==> src/rtl/diff_fold_residual.sv <==
// -----------------------------------------------------------------------------
// diff_fold_residual
//
// Purpose:
//   Forms the second-order difference of a stream of modulo samples and
//   returns the residual between its centred fold and the raw difference:
//     d2       = y[k] - 2*y[k-1] + y[k-2]
//     M(d2)    = ((d2 + LAMBDA) mod 2*LAMBDA) - LAMBDA   (floor modulo)
//     residual = M(d2) - d2                              (multiple of 2*LAMBDA)
//   The first two samples after reset only fill the history. Every later
//   sample produces one result two edges after it is accepted.
//
// Parameters:
//   WIDTH   sample / residual width (signed)
//   LAMBDA  modulo threshold; the fold period is 2*LAMBDA
//
// Ports:
//   clk                input   rising-edge clock
//   reset              input   synchronous, active-high reset
//   valid_in           input   qualifies y_in for one cycle (no backpressure)
//   y_in               input   signed modulo sample, legal range [-LAMBDA, LAMBDA)
//   valid_out          output  one-cycle pulse qualifying residual_diff_out
//   residual_diff_out  output  signed residual, holds while valid_out = 0
//   range_err          output  sticky: an out-of-range sample was accepted
// -----------------------------------------------------------------------------
module diff_fold_residual #(
    parameter int WIDTH  = 16,
    parameter int LAMBDA = 10
) (
    input  logic                    clk,
    input  logic                    reset,
    input  logic                    valid_in,
    input  logic signed [WIDTH-1:0] y_in,
    output logic                    valid_out,
    output logic signed [WIDTH-1:0] residual_diff_out,
    output logic                    range_err
);

    // Three extra bits hold |d2| <= 4 * 2^(WIDTH-1) for any raw input.
    localparam int D_W = WIDTH + 3;

    localparam logic [1:0] S_FILL0 = 2'd0;
    localparam logic [1:0] S_FILL1 = 2'd1;
    localparam logic [1:0] S_RUN   = 2'd2;

    localparam logic signed [D_W-1:0]   C_L   = D_W'(LAMBDA);
    localparam logic signed [D_W-1:0]   C_NL  = D_W'(-LAMBDA);
    localparam logic signed [D_W-1:0]   C_3L  = D_W'(3 * LAMBDA);
    localparam logic signed [D_W-1:0]   C_N3L = D_W'(-3 * LAMBDA);
    localparam logic signed [D_W-1:0]   C_2L  = D_W'(2 * LAMBDA);
    localparam logic signed [D_W-1:0]   C_4L  = D_W'(4 * LAMBDA);
    localparam logic signed [WIDTH-1:0] C_LO  = WIDTH'(-LAMBDA);
    localparam logic signed [WIDTH-1:0] C_HI  = WIDTH'(LAMBDA);

    // Warm-up state and sample history
    logic [1:0]              r_state;
    logic signed [WIDTH-1:0] r_y1;
    logic signed [WIDTH-1:0] r_y2;

    // Stage 1: raw second difference
    logic signed [D_W-1:0]   r_d2_s1;
    logic                    r_v1;

    // Stage 2: folded value alongside the raw difference it came from
    logic signed [D_W-1:0]   r_d2_s2;
    logic signed [D_W-1:0]   r_fold_s2;
    logic                    r_v2;

    logic signed [D_W-1:0]   w_y0_x;
    logic signed [D_W-1:0]   w_y1_x;
    logic signed [D_W-1:0]   w_y2_x;
    logic signed [D_W-1:0]   w_d2;
    logic signed [D_W-1:0]   w_fold;
    logic signed [D_W-1:0]   w_res;
    logic                    w_out_of_range;

    assign w_y0_x = {{3{y_in[WIDTH-1]}}, y_in};
    assign w_y1_x = {{3{r_y1[WIDTH-1]}}, r_y1};
    assign w_y2_x = {{3{r_y2[WIDTH-1]}}, r_y2};
    assign w_d2   = w_y0_x - (w_y1_x + w_y1_x) + w_y2_x;

    assign w_out_of_range = (y_in < C_LO) || (y_in >= C_HI);

    // Centred fold: subtract k*2L where k = floor((d2 + L) / 2L), found by
    // comparing against the odd multiples of L. Legal inputs keep k in -2..2.
    // NOTE: the default assignment first means every path writes w_fold, so no latch is inferred.
    always_comb begin
        w_fold = r_d2_s1;
        if (r_d2_s1 >= C_3L) begin
            w_fold = r_d2_s1 - C_4L;
        end else if (r_d2_s1 >= C_L) begin
            w_fold = r_d2_s1 - C_2L;
        end else if (r_d2_s1 >= C_NL) begin
            w_fold = r_d2_s1;
        end else if (r_d2_s1 >= C_N3L) begin
            w_fold = r_d2_s1 + C_2L;
        end else begin
            w_fold = r_d2_s1 + C_4L;
        end
    end

    assign w_res = r_fold_s2 - r_d2_s2;

    // NOTE: non-blocking assignments let every stage read the previous-cycle values of the others.
    always_ff @(posedge clk) begin
        if (reset) begin
            r_state           <= S_FILL0;
            r_y1              <= '0;
            r_y2              <= '0;
            r_d2_s1           <= '0;
            r_v1              <= 1'b0;
            r_d2_s2           <= '0;
            r_fold_s2         <= '0;
            r_v2              <= 1'b0;
            valid_out         <= 1'b0;
            residual_diff_out <= '0;
            range_err         <= 1'b0;
        end else begin
            // Accept stage: history, warm-up tracking and range flag
            r_v1 <= 1'b0;
            if (valid_in) begin
                r_y1 <= y_in;
                r_y2 <= r_y1;
                if (w_out_of_range) begin
                    range_err <= 1'b1;
                end
                case (r_state)
                    S_FILL0: r_state <= S_FILL1;
                    S_FILL1: r_state <= S_RUN;
                    default: r_state <= S_RUN;
                endcase
                if (r_state == S_RUN) begin
                    r_d2_s1 <= w_d2;
                    r_v1    <= 1'b1;
                end
            end

            // Fold stage
            r_v2 <= r_v1;
            if (r_v1) begin
                r_d2_s2   <= r_d2_s1;
                r_fold_s2 <= w_fold;
            end

            // Output stage: residual is a small multiple of 2L, so it fits WIDTH
            valid_out <= r_v2;
            if (r_v2) begin
                residual_diff_out <= w_res[WIDTH-1:0];
            end
        end
    end

endmodule

==> config.mk <==
export PLATFORM = sky130hd
export DESIGN_NAME = diff_fold_residual
export DESIGN_NICKNAME = d
export VERILOG_FILES = /design/src/rtl/diff_fold_residual.sv
export SDC_FILE = /design/constraint.sdc
export NUM_CORES = 1
export LEC_CHECK = 0
export BUFFER_PORTS_ARGS = -buffer_cell sky130_fd_sc_hd__buf_2
export CAP_MARGIN = 20
export CORE_MARGIN = 10
export CORE_UTILIZATION = 45
export DETAILED_ROUTE_END_ITERATION = 7
export GPL_TIMING_DRIVEN = 0
export MAX_ROUTING_LAYER = met4
export PLACE_DENSITY_LB_ADDON = 0.12
export SETUP_SLACK_MARGIN = 0.3
export SYNTH_ARGS = -nofsm -noshare
export SYNTH_HDL_FRONTEND = slang
export SYNTH_SLANG_ARGS = --single-unit
==> constraint.sdc <==
create_clock -name clk -period 2.7 [get_ports clk]
set_input_delay 0.135 -clock clk [delete_from_list [all_inputs] [get_ports clk]]
set_output_delay 0.135 -clock clk [all_outputs]
set_load 0.02 [all_outputs]
# After elaboration in Yosys (flattened, before gate mapping)
# Cells that the tools add are included.
[totals] register_bits=105 input_bits=19 out_inout_bits=18 elab_cells=38
[op_classes] n_addsub=8 n_lt_le_gt_ge=6 eq_ne=1 mux=6 bitwise_logic=1 reduce_logical=5
[op_table] operator="16-bit 2-to-1 mux" count=4
[op_table] operator="19-bit by 5-bit >= comparator with 1-bit output, second input constant" count=2
[op_table] operator="19-bit by 6-bit >= comparator with 1-bit output, second input constant" count=2
[op_table] operator="18-bit by 16-bit adder with 19-bit output" count=1
[op_table] operator="16-bit by 17-bit subtractor with 18-bit output" count=1
[op_table] operator="16-bit by 16-bit adder with 17-bit output" count=1
[op_table] operator="16-bit by 6-bit adder with 16-bit output, second input constant" count=1
[op_table] operator="16-bit by 7-bit adder with 16-bit output, second input constant" count=1
[op_table] operator="16-bit by 5-bit >= comparator with 1-bit output, second input constant" count=1
[op_table] operator="16-bit by 5-bit < comparator with 1-bit output, second input constant" count=1
[op_table] operator="16-bit subtractor" count=1
[op_table] operator="16-bit by 6-bit subtractor with 16-bit output, second input constant" count=1
[op_table] operator="16-bit by 7-bit subtractor with 16-bit output, second input constant" count=1
[op_table] operator="2-bit AND reduction" count=2
[op_table] operator="2-bit equality test, second input constant" count=1
[op_table] operator="2-bit zero test" count=1
[op_table] operator="2-bit 2-to-1 mux" count=1
[op_table] operator="2-bit OR reduction" count=1
[op_table] operator="1-bit logical OR" count=1
[op_table] operator="1-bit 2-to-1 mux" count=1
[op_table] operator="1-bit NOT" count=1

# Longest topological paths before layout
# Gate-level depths: netlist of run 1.
[depth] word_depth=5 mapped_depth=11 depth_no_buf=11

# Worst setup path before layout of run 1
# No wires, ideal clock.
[synth_timing] kind="register to register" startpoint="register r_y2[6]" endpoint="register r_d2_s1[17]" setup_time_ps=71 t_arrival_ps=2786 required_time_ps=2629 slack_ps=-157 path_stages_with_launch=12 n_path_buf=0 period_less_slack_ps=2857 cell_sequence="dfxtp_1 inv_1 fa_1 inv_1 ha_1 a21oi_1 o21a_1 a21boi_0 nor4_1 o31a_1 or3_1 a21oi_1"
[synth_via] elab_chain_cells=1
[synth_lines] item="start: declaration" line_no="58" source="logic signed [WIDTH-1:0] r_y2;"
[synth_lines] item="start signal: assignment" line_no="123" source="r_y2 <= r_y1;"
[synth_lines] item="18-bit by 16-bit adder with 19-bit output" line_no="80" source="assign w_d2 = w_y0_x - (w_y1_x + w_y1_x) + w_y2_x;"
[synth_lines] item="end signal: assignment" line_no="133" source="r_d2_s1 <= w_d2;"
[synth_lines] item="end: declaration" line_no="61" source="logic signed [D_W-1:0] r_d2_s1;"
# Every way passes these cells.
# A chain may end at the register's enable or synchronous reset.

# Worst setup path in the final report of run 1
[layout_timing] startpoint="register r_y2[2]" endpoint="register r_d2_s1[18]"
# The elaborated chain is that of the path after synthesis.

==> results of run 1 <==
per-layer routing:
layer	vias to the layer above	part of all wire, %	track usage, %	wire, um
met2	127	51	33.2	9730
li1	3073	-	-	-
met1	2935	43	21.0	8180
met4	0	3.2	8.39	602
met3	43	2.9	2.20	555
met5	-	0	-	0
cell type report:
class | instances | area share, %
Multi-Input combinational cell | 586 | 54.6
Sequential cell | 99 | 23.6
Timing Repair Buffer | 96 | 8.01
Inverter | 95 | 4.27
Buffer | 46 | 3.32
Clock buffer | 11 | 2.73
Tap cell | 184 | 2.70
Clock inverter | 5 | 0.734
registers in the layout, indices dropped and copies added, names as in the netlist:
signal	flops
r_d2_s1	19
r_y2	16
r_v2	1
residual_diff_out	14
r_v1	1
r_fold_s2	14
r_state	2
r_d2_s2	14
valid_out	1
r_y1	16
range_err	1
final timing paths:
check                  start  cells past startpoint     endpoint
hold / removal       y_in[0]                      3      r_y1[0]
setup reg to reg     r_y2[2]                     11  r_d2_s1[18]
hold reg to reg   r_d2_s1[0]                      2   r_d2_s1[0]
setup / recovery     r_y2[2]                     11  r_d2_s1[18]
cell usage in the layout (no fill, tap or decap), types with 12 or more instances in the layout:
master / instances
nand3_1: 13
nor2_1: 99
xor2_1: 16
clkbuf_1: 23
a21oi_1: 43
dfxtp_1: 79
xnor2_1: 15
nand2_1: 57
fa_1: 16
buf_6: 15
nor3_1: 15
ha_1: 27
ha_4: 12
o21ai_0: 18
buf_2: 33
mux2i_1: 57
inv_1: 87
dfxtp_2: 18
buf_4: 59
critical path: stages, from the launching register on:
cell      delay [ns]
dfxtp_2         0.32
inv_1           0.04
fa_1            0.48
inv_2           0.05
ha_4            0.22
nor2b_2         0.15
o31a_1          0.27
o21ai_2         0.20
nand4b_1        0.27
a41oi_2         0.25
o211ai_1        0.12
a221oi_1        0.23
where the power goes:
group	switching, mW	internal (mW)	total [mW]
clock	0.594	0.724	1.32
combinational	0.806	0.704	1.51
sequential	0.0369	1.50	1.54
per-stage QoR:
stage | util, % | TNS, ns | area (um2) | total power, mW
CTS | 55.1 | -0.0945 | 8040 | 4.22
finish | 58.4 | -0.00403 | 8530 | 4.37
detailed placement | 49.6 | -1.52 | 7230 | 2.71
floorplan | - | 0 | 6840 | 2.44
global placement | 49.6 | -1.82 | 7230 | 2.70
global route | 58.4 | -0.155 | 8530 | 4.59
cells by family (layout without fill, tap and decap cells):
family                   after synthesis  in the layout
multiplexers                          60             60
flip-flops                            99             99
AO/OA/AOI/OAI                        173            173
XOR/XNOR                              32             32
adder cells (fa/ha/maj)               58             58
other                                  1              2
AND/OR/NAND/NOR                      261            261
buffers and inverters                141            253
timing repair:
item                       in CTS  in global routing
buffers inserted               36                 28
setup endpoints to repair      24                 29
gates resized for setup        57                 73
pin swaps                      45                 41
==> key figures, run 1 <==
Outcome
  – Status: finished, violations left
  – Failing checks: negative setup slack

CTS
  – H-tree depth: 3
  – Clock Sinks: 99
  – CTS tree: yes
  – Max clock buf depth: 2
  – Num CTS Buffers: 9
  – CTS Hold Buffers Added: 0
  – CTS root buf: clkbuf_16
  – Reg clk slew, reported paths: 0.07 ns
  – Clock Latency Late Sink: 0.36 ns

Floorplan
  – Row Count: 44
  – Die width: 142 um
  – CORE AREA: 14600 um2
  – Starting Density: 45.9%
  – I/O pin count: 37
  – Die H: 142 um
  – Die Area: 20200 um2

Routing
  – Routed Antenna Nets: 0
  – Vias: 6178
  – DRT iter0 DRCs: 349
  – Drt wl/cell: 17.0 um
  – DRC Markers: 0
  – First-pass DRT Iterations: 5
  – Via density: 5.51
  – Drt total wl: 19100 um

Synthesis
  – Compound-cell area share of the yosys netlist: 16.9%
  – Post-Synthesis Cells: 825
  – Cell area after synthesis: 6700 um2
  – Number of synthesized flops with an enable pin: 0
  – Post-synthesis sequential area ratio: 29.6%
  – Dominant synthesized flop cell: dfxtp_1
  – Synth cell types: 70
  – Mean post-synth cell area: 8.12 um2
  – Xor and xnor area share after synthesis: 4.18%
  – Yosys reg bits: 99
  – Synth Area in Adders: 12.7%
  – Most frequent cell after synthesis: nor2_1
  – Simple-Gate Fraction of Synth Area: 19.1%
  – Synth cell count leaders: nor2_1, dfxtp_1, inv_1
  – Synth area leader: dfxtp_1
  – Multiplexer share of the synthesized area: 9.02%
  – Async S/R FF share, synth: 0%
  – Top cells by area, synth: dfxtp_1, mux2i_1, ha_1
  – Top cell type's share of synthesized area: 29.6%
  – Largest family of logic cells by synthesized area: simple AND/OR/NAND/NOR gates
  – Yosys warning total: 0

Timing
  – Slew @ Worst Pin: 0.798 ns
  – Unrepaired setup endpoints after global routing: yes
  – Slew margin rel.: 46.8%
  – Final worst path period share: 100%
  – Final critical-path required period: 2.70 ns
  – Setup violators final: 1
  – Final Max Tran Viols: 0
  – Fmax: 370 MHz
  – Final Skew: 0.00796 ns
  – Final hold viol count: 0
  – Fin Hold WS: 0.0536 ns
  – Final worst slack: -0.00403 ns

Setup path
  – Crit-path max FO: 4
  – Worst endpoint data arrival time: 2.97 ns
  – Setup slack, reg-to-reg: -0.004 ns
  – Setup Crit Path Kind: reg -> reg
  – WP data required: 2.97 ns
  – Critical Path Sink Type: flip-flop
  – CP Launch Type: flip-flop

Layout
  – Filler cell count in the final layout: 1321
  – Final #Nets: 1010
  – Area delta synth->final: 27.3%
  – Fin cells: 1122
  – Ant diodes: 0
  – Area of the multi-input gates: 4660 um2
  – Register Area: 2010 um2
  – Layout cells sized above 1: 24.9%

Power and ir drop
  – Power density over cell area: 513 nW/um2
  – Maximum vdd drop: 0.294 mV
  – P_leak: 3.57 nW

Global route
  – GR Overflow Total: 0
  – First-pass GRT wire length: 30200 um
  – Initial antenna violation count: 0
  – Largest net degree at the start of global routing: 17
  – Vias in the first global route: 6031
  – Global Route Usage Sum: 18.9%

Placed design
  – Cells after DPL: 1042
  – Final GP Congestion: 0.973
  – Dpl hpwl: 13900 um
  – Setup slack after placement: -0.336 ns
  – Port bufs: 32

Job
  – Max Cap Violations: 0

Worst hold path
  – Min-delay worst type: in -> reg
Note: power is estimated with default switching activity, not from simulation.
==> run 2: changes to the inputs <==
- RECOVER_POWER: unset -> 50
==> run 2 against run 1 <==
The flow still finishes with violations (negative setup slack). Clock skew hardly changed. Routed wire length hardly changed. Hold slack hardly changed. Largest cell class unchanged.
==> key figures, run 2 (same netlist as run 1, synthesis figures left out) <==
Outcome
  – Status: finished, violations left (unchanged)
  – Failing checks: negative setup slack (unchanged)

Layout
  – Top reg by flops: r_d2_s1 (unchanged)
  – Area delta synth->final: 27.0% (was 27.3%)
  – Register Area: 2010 um2 (unchanged)
  – Area of the multi-input gates: 4660 um2 (unchanged)
  – Max reg flops: 19 (unchanged)
  – Fin cells: 1122 (unchanged)
  – Filler cell count in the final layout: 1333 (was 1321)
  – Leading cell types in the layout, fill and taps excluded: nor2_1, inv_1, dfxtp_1 (unchanged)
  – Layout cells sized above 1: 23.2% (was 24.9%)
  – Largest registers: r_d2_s1: 19 flops, r_y1: 16 flops, r_y2: 16 flops (unchanged)
  – Final #Nets: 1010 (unchanged)
  – Ant diodes: 0 (unchanged)
  – Most common cell after layout, fill and taps aside: nor2_1 (unchanged)

Setup path
  – WP data required: 2.97 ns (about the same)
  – R2r startpoint: r_y2[2] (unchanged)
  – Worst endpoint data arrival time: 2.97 ns (about the same)
  – Worst-path cell chain: inv_1 -> fa_1 -> inv_2 -> ha_4 -> nor2b_2 -> o31a_1 -> o21ai_2 -> nand4b_1 -> a41oi_2 -> o211ai_1 -> a221oi_1 (unchanged)
  – CP Launch Type: flip-flop (unchanged)
  – Worst reg-to-reg path cell count: 11 (unchanged)
  – Setup Crit Path Kind: reg -> reg (unchanged)
  – Critical Path Sink Type: flip-flop (unchanged)
  – Delay-heaviest family, CP: compound AO/OA/AOI/OAI gates (unchanged)
  – Critical path's slowest cell: fa_1 (unchanged)
  – CP bufs+invs: 2 (unchanged)
  – Setup slack, reg-to-reg: -0.003 ns (was -0.004 ns)
  – Crit-path max FO: 4 (unchanged)
  – Max incr delay on CP: 0.48 ns (about the same)
  – Worst R2R End: r_d2_s1[18] (unchanged)

CTS
  – CTS root buf: clkbuf_16 (unchanged)
  – Clock Sinks: 99 (unchanged)
  – H-tree depth: 3 (unchanged)
  – Num CTS Buffers: 9 (unchanged)
  – Reg clk slew, reported paths: 0.07 ns (about the same)
  – CTS Hold Buffers Added: 0 (unchanged)
  – Clock Latency Late Sink: 0.36 ns (about the same)
  – CTS tree: yes (unchanged)
  – Max clock buf depth: 2 (unchanged)

Global route
  – GR Util met2: 33.2% (unchanged)
  – Grt peak-use layer: met2 (unchanged)
  – Vias in the first global route: 6031 (unchanged)
  – Largest net degree at the start of global routing: 17 (unchanged)
  – Grt met3 use: 2.20% (unchanged)
  – Global Route Usage Sum: 18.9% (unchanged)
  – Initial antenna violation count: 0 (unchanged)
  – GR Overflow Total: 0 (unchanged)
  – First-pass GRT wire length: 30200 um (unchanged)
  – Met1 Resource Use GR: 21.0% (unchanged)

Worst hold path
  – Min-Delay Path Depth: 3 (unchanged)
  – Min-delay worst type: in -> reg (unchanged)
  – HP Start: y_in[0] (unchanged)
  – Worst hold endpoint: r_y1[0] (unchanged)

Routing
  – Vias: 6171 (was 6178)
  – Drt wl/cell: 17.0 um (about the same)
  – Routed Antenna Nets: 0 (unchanged)
  – First-pass DRT Iterations: 5 (unchanged)
  – Via density: 5.50 (was 5.51)
  – Drt total wl: 19100 um (about the same)
  – DRT iter0 DRCs: 322 (was 349)
  – DRC Markers: 0 (unchanged)

Power and ir drop
  – Pwr Total: 4.37 mW (about the same)
  – P_leak: 3.50 nW (was 3.57 nW)
  – Maximum vdd drop: 0.294 mV (about the same)
  – Power density over cell area: 514 nW/um2 (was 513 nW/um2)

Floorplan
  – Die width: 142 um (unchanged)
  – Starting Density: 45.9% (unchanged)
  – Die Area: 20200 um2 (unchanged)
  – Row Count: 44 (unchanged)
  – CORE AREA: 14600 um2 (unchanged)
  – I/O pin count: 37 (unchanged)
  – Die H: 142 um (unchanged)

Timing
  – Slew margin rel.: 46.8% (about the same)
  – Fin Hold WS: 0.0537 ns (was 0.0536 ns)
  – Setup TNS: -0.00255 ns (was -0.00403 ns)
  – Final worst slack: -0.00255 ns (was -0.00403 ns)
  – Final worst path period share: 100% (about the same)
  – Final Max Tran Viols: 0 (unchanged)
  – Unrepaired setup endpoints after global routing: yes (unchanged)
  – Final critical-path required period: 2.70 ns (about the same)
  – Final Skew: 0.00809 ns (was 0.00796 ns)
  – Fmax: 370 MHz (about the same)
  – Setup violators final: 1 (unchanged)
  – Final hold viol count: 0 (unchanged)
  – Slew @ Worst Pin: 0.797 ns (was 0.798 ns)

Placed design
  – Cells after DPL: 1042 (unchanged)
  – Setup slack after placement: -0.336 ns (unchanged)
  – Port bufs: 32 (unchanged)
  – Dpl hpwl: 13900 um (unchanged)
  – Final GP Congestion: 0.973 (unchanged)

Job
  – Max Cap Violations: 0 (unchanged)
[run 2: area by class of cell]
cell class	instances	share of cell area [%]
Clock inverter	5	0.735
Tap cell	184	2.71
Buffer	46	3.32
Multi-Input combinational cell	586	54.8
Inverter	95	4.28
Sequential cell	99	23.7
Clock buffer	11	2.74
Timing Repair Buffer	96	7.80
[run 2: report_power, final]
part	leakage (nW)	internal (mW)	switching [mW]
logic	2.55	0.704	0.806
registers	0.813	1.50	0.0370
clock network	0.136	0.724	0.595
[run 2: layer usage]
metal  part of all wire [%]  wire length [um]  vias to the layer above
met4                    3.2               605                        0
met5                      0                 0                        -
li1                       -                 -                     3069
met1                     43              8170                     2926
met3                    3.0               574                       43
met2                     51              9730                      133
[run 2: worst max path at each step]
stage,startpoint,endpoint,slack [ns],cells past startpoint
after CTS,r_y2[0],r_d2_s1[18],-0.09,11
after global placement,r_d2_s1[3],r_fold_s2[14],-0.42,10
after floorplan,r_y2[11],r_d2_s1[17],0.25,11
after global routing,r_y2[2],r_d2_s1[18],-0.06,11
final,r_y2[2],r_d2_s1[18],-0.003,11
after detailed placement,r_d2_s1[3],r_fold_s2[14],-0.34,10
[run 2: tightest hold or removal path, cell delays in order]
cell and delay (ns):
buf_2 0.10, mux2i_1 0.07, nor2_1 0.07
[run 2: per-stage QoR]
| stage | area [um2] | util (%) |
|---|---|---|
| 5_1_grt | 8510 | 58.3 |
| 3_3_place_gp | 7230 | 49.6 |
| 6_report | 8510 | 58.3 |
| 4_1_cts | 8040 | 55.1 |
| 3_5_place_dp | 7230 | 49.6 |
| 2_1_floorplan | 6840 | - |
[run 2: what timing repair did]
action / CTS / global route
resized for setup: 57 / 73
pin swaps: 45 / 41
setup buffers: 36 / 28
endpoints found under the setup margin: 24 / 29
==> run 3: changes to the inputs <==
- GPL_TIMING_DRIVEN: 0 -> unset
==> run 3 against run 2 <==
Critical path type unchanged. Sequential share of layout area rose by 1.1 points. Count of clock-buffer cells in the layout fell by 1. Largest cell class unchanged. Die area did not move. Critical endpoint unchanged. Combinational power fell by 5%. Power fell by 4.3%. Clock power fell by 8%. First-iteration DRC count fell by 20%. The run ends with max-capacitance violations, max-slew violations left. Clock skew rose by 0.0041 ns.
==> key figures, run 3 (same netlist as run 1, synthesis figures left out) <==
Outcome
  – Status: finished, violations left (unchanged)
  – Failing checks: max-capacitance violations, max-slew violations (was negative setup slack)

Placed design
  – Dpl hpwl: 12900 um (was 13900 um)
  – Setup slack after placement: -0.0134 ns (was -0.336 ns)
  – Final GP Congestion: 0.901 (was 0.973)
  – Port bufs: 34 (was 32)
  – Cells after DPL: 1049 (was 1042)

Routing
  – First-pass DRT Iterations: 4 (was 5)
  – Drt wl/cell: 15.9 um (was 17.0 um)
  – Routed Antenna Nets: 0 (unchanged)
  – DRC Markers: 0 (unchanged)
  – Drt total wl: 17400 um (was 19100 um)
  – Vias: 6018 (was 6171)
  – DRT iter0 DRCs: 256 (was 322)
  – Via density: 5.50 (about the same)

Timing
  – Final Max Tran Viols: 36 (was 0)
  – Setup violators final: 0 (was 1)
  – Final hold viol count: 0 (unchanged)
  – Slew margin rel.: -58.7% (was 46.8%)
  – Setup TNS: 0 ns (was -0.00255 ns)
  – Final worst slack: 0.0387 ns (was -0.00255 ns)
  – Slew @ Worst Pin: 2.38 ns (was 0.797 ns)
  – Unrepaired setup endpoints after global routing: yes (unchanged)
  – Fmax: 376 MHz (was 370 MHz)
  – Final Skew: 0.0122 ns (was 0.00809 ns)
  – Final critical-path required period: 2.66 ns (was 2.70 ns)
  – Final worst path period share: 98.6% (was 100%)

CTS
  – Reg clk slew, reported paths: 0.07 ns (about the same)
  – Clock Sinks: 99 (unchanged)
  – Max clock buf depth: 2 (unchanged)
  – CTS root buf: clkbuf_16 (unchanged)
  – CTS tree: yes (unchanged)
  – Clock Latency Late Sink: 0.36 ns (about the same)
  – CTS Hold Buffers Added: 0 (unchanged)
  – H-tree depth: 3 (unchanged)
  – Num CTS Buffers: 9 (unchanged)

Global route
  – Largest net degree at the start of global routing: 67 (was 17)
  – GR Overflow Total: 0 (unchanged)
  – First-pass GRT wire length: 28200 um (was 30200 um)
  – Vias in the first global route: 5867 (was 6031)
  – Initial antenna violation count: 0 (unchanged)
  – Global Route Usage Sum: 17.3% (was 18.9%)

Setup path
  – WP data required: 2.96 ns (was 2.97 ns)
  – Worst endpoint data arrival time: 2.92 ns (was 2.97 ns)
  – CP Launch Type: flip-flop (unchanged)
  – Critical Path Sink Type: flip-flop (unchanged)
  – Worst reg-to-reg path cell count: 11 (unchanged)
  – Setup Crit Path Kind: reg -> reg (unchanged)
  – Crit-path max FO: 4 (unchanged)

Layout
  – Ant diodes: 0 (unchanged)
  – Final #Nets: 983 (was 1010)
  – Max reg flops: 19 (unchanged)
  – Most common cell after layout, fill and taps aside: nor2_1 (unchanged)
  – Fin cells: 1094 (was 1122)
  – Area delta synth->final: 20.9% (was 27.0%)
  – Leading cell types in the layout, fill and taps excluded: nor2_1, inv_1, dfxtp_1 (unchanged)
  – Post-layout util: 55.5% (was 58.3%)
  – Layout cells sized above 1: 20.7% (was 23.2%)
  – Top reg by flops: r_d2_s1 (unchanged)
  – Largest registers: r_d2_s1: 19 flops, r_y1: 16 flops, r_y2: 16 flops (unchanged)

Floorplan
  – I/O pin count: 37 (unchanged)
  – Die width: 142 um (unchanged)
  – Die Area: 20200 um2 (unchanged)
  – CORE AREA: 14600 um2 (unchanged)
  – Starting Density: 45.9% (unchanged)
  – Die H: 142 um (unchanged)
  – Row Count: 44 (unchanged)

Power and ir drop
  – Clock power frac: 28.8% (was 30.2%)
  – P_leak: 3.35 nW (was 3.50 nW)
  – Internal power: 2.80 mW (was 2.93 mW)
  – Maximum vdd drop: 0.320 mV (was 0.294 mV)
  – Sw Ratio: 33.0% (was 32.9%)
  – Seq pwr share: 36.9% (was 35.3%)
  – Pwr Total: 4.18 mW (was 4.37 mW)
  – Switch Pwr: 1.38 mW (was 1.44 mW)
  – Power density over cell area: 516 nW/um2 (was 514 nW/um2)
  – Combinational share of power: 34.2% (was 34.6%)

Worst hold path
  – Min-delay worst type: in -> reg (unchanged)
  – Min-Delay Path Depth: 3 (unchanged)

Job
  – Max Cap Violations: 1 (was 0)
## run 3: changes by cell type in the layout (fill, tap and decap cells not counted), moves of 4 or more
cell / previous run / this run
clkbuf_1: 39 / 21
dfxtp_1: 79 / 83
ha_4: 12 / 8
buf_4: 59 / 73
a21oi_2: 10 / 5
a21oi_1: 43 / 49
ha_1: 27 / 31
buf_6: 15 / 5
buf_1: 6 / 0
## run 3: layout make-up
| type | instances | area (um2) |
|---|---|---|
| Fill cell | 1346 | 6490 |
| Multi-Input combinational cell | 586 | 4480 |
| Sequential cell | 99 | 2000 |
| Timing Repair Buffer | 115 | 764 |
| Inverter | 95 | 357 |
| Tap cell | 184 | 230 |
| Clock buffer | 10 | 229 |
| Clock inverter | 5 | 41.3 |
## run 3: path summary, 6_finish.rpt
kind / startpoint / end / slack, ns
setup / recovery: r_y2[2] / r_d2_s1[18] / 0.04
hold / removal: y_in[12] / r_y1[12] / 0.06
setup reg to reg: r_y2[2] / r_d2_s1[18] / 0.04
hold reg to reg: r_d2_s1[0] / r_d2_s1[0] / 0.46
## run 3: worst max-delay path, cell delays in order (launching register included)
cell	delay (ns)
dfxtp_2	0.33
inv_2	0.04
fa_1	0.49
inv_2	0.05
ha_4	0.23
nor2b_4	0.12
o31a_1	0.26
o21ai_2	0.21
nand4b_1	0.23
a41oi_2	0.23
o211ai_1	0.10
a221oi_1	0.27
## run 3: power groups by stage
stage | registers (mW) | logic, mW | clock network [mW]
3_3_place_gp | 1.57 | 1.15 | 0
3_5_place_dp | 1.58 | 1.17 | 0
6_report | 1.55 | 1.43 | 1.21
4_1_cts | 1.54 | 1.29 | 1.25
5_1_grt | 1.55 | 1.57 | 1.30
2_1_floorplan | 1.57 | 0.874 | 0
## run 3: timing repair
action,in CTS,in global routing
setup endpoints to repair,10,27
setup buffers,15,15
hold endpoints to repair,0,0
cloned,0,0
resized for setup,26,37
pin swaps,16,29
## run 3: per-layer routing
metal  part of all wire (%)  GRT usage (%)
met5                      0              -
met4                    1.7           5.76
met2                     51           30.2
met1                     44           20.0
met3                    2.9           2.30
## run 3: through the flow
step           hold WS, ns  instance area, um2
2_1_floorplan        0.282                6840
3_3_place_gp         0.414                7400
3_5_place_dp         0.424                7400
4_1_cts             0.0548                7870
5_1_grt             0.0707                8100
6_report            0.0610                8100
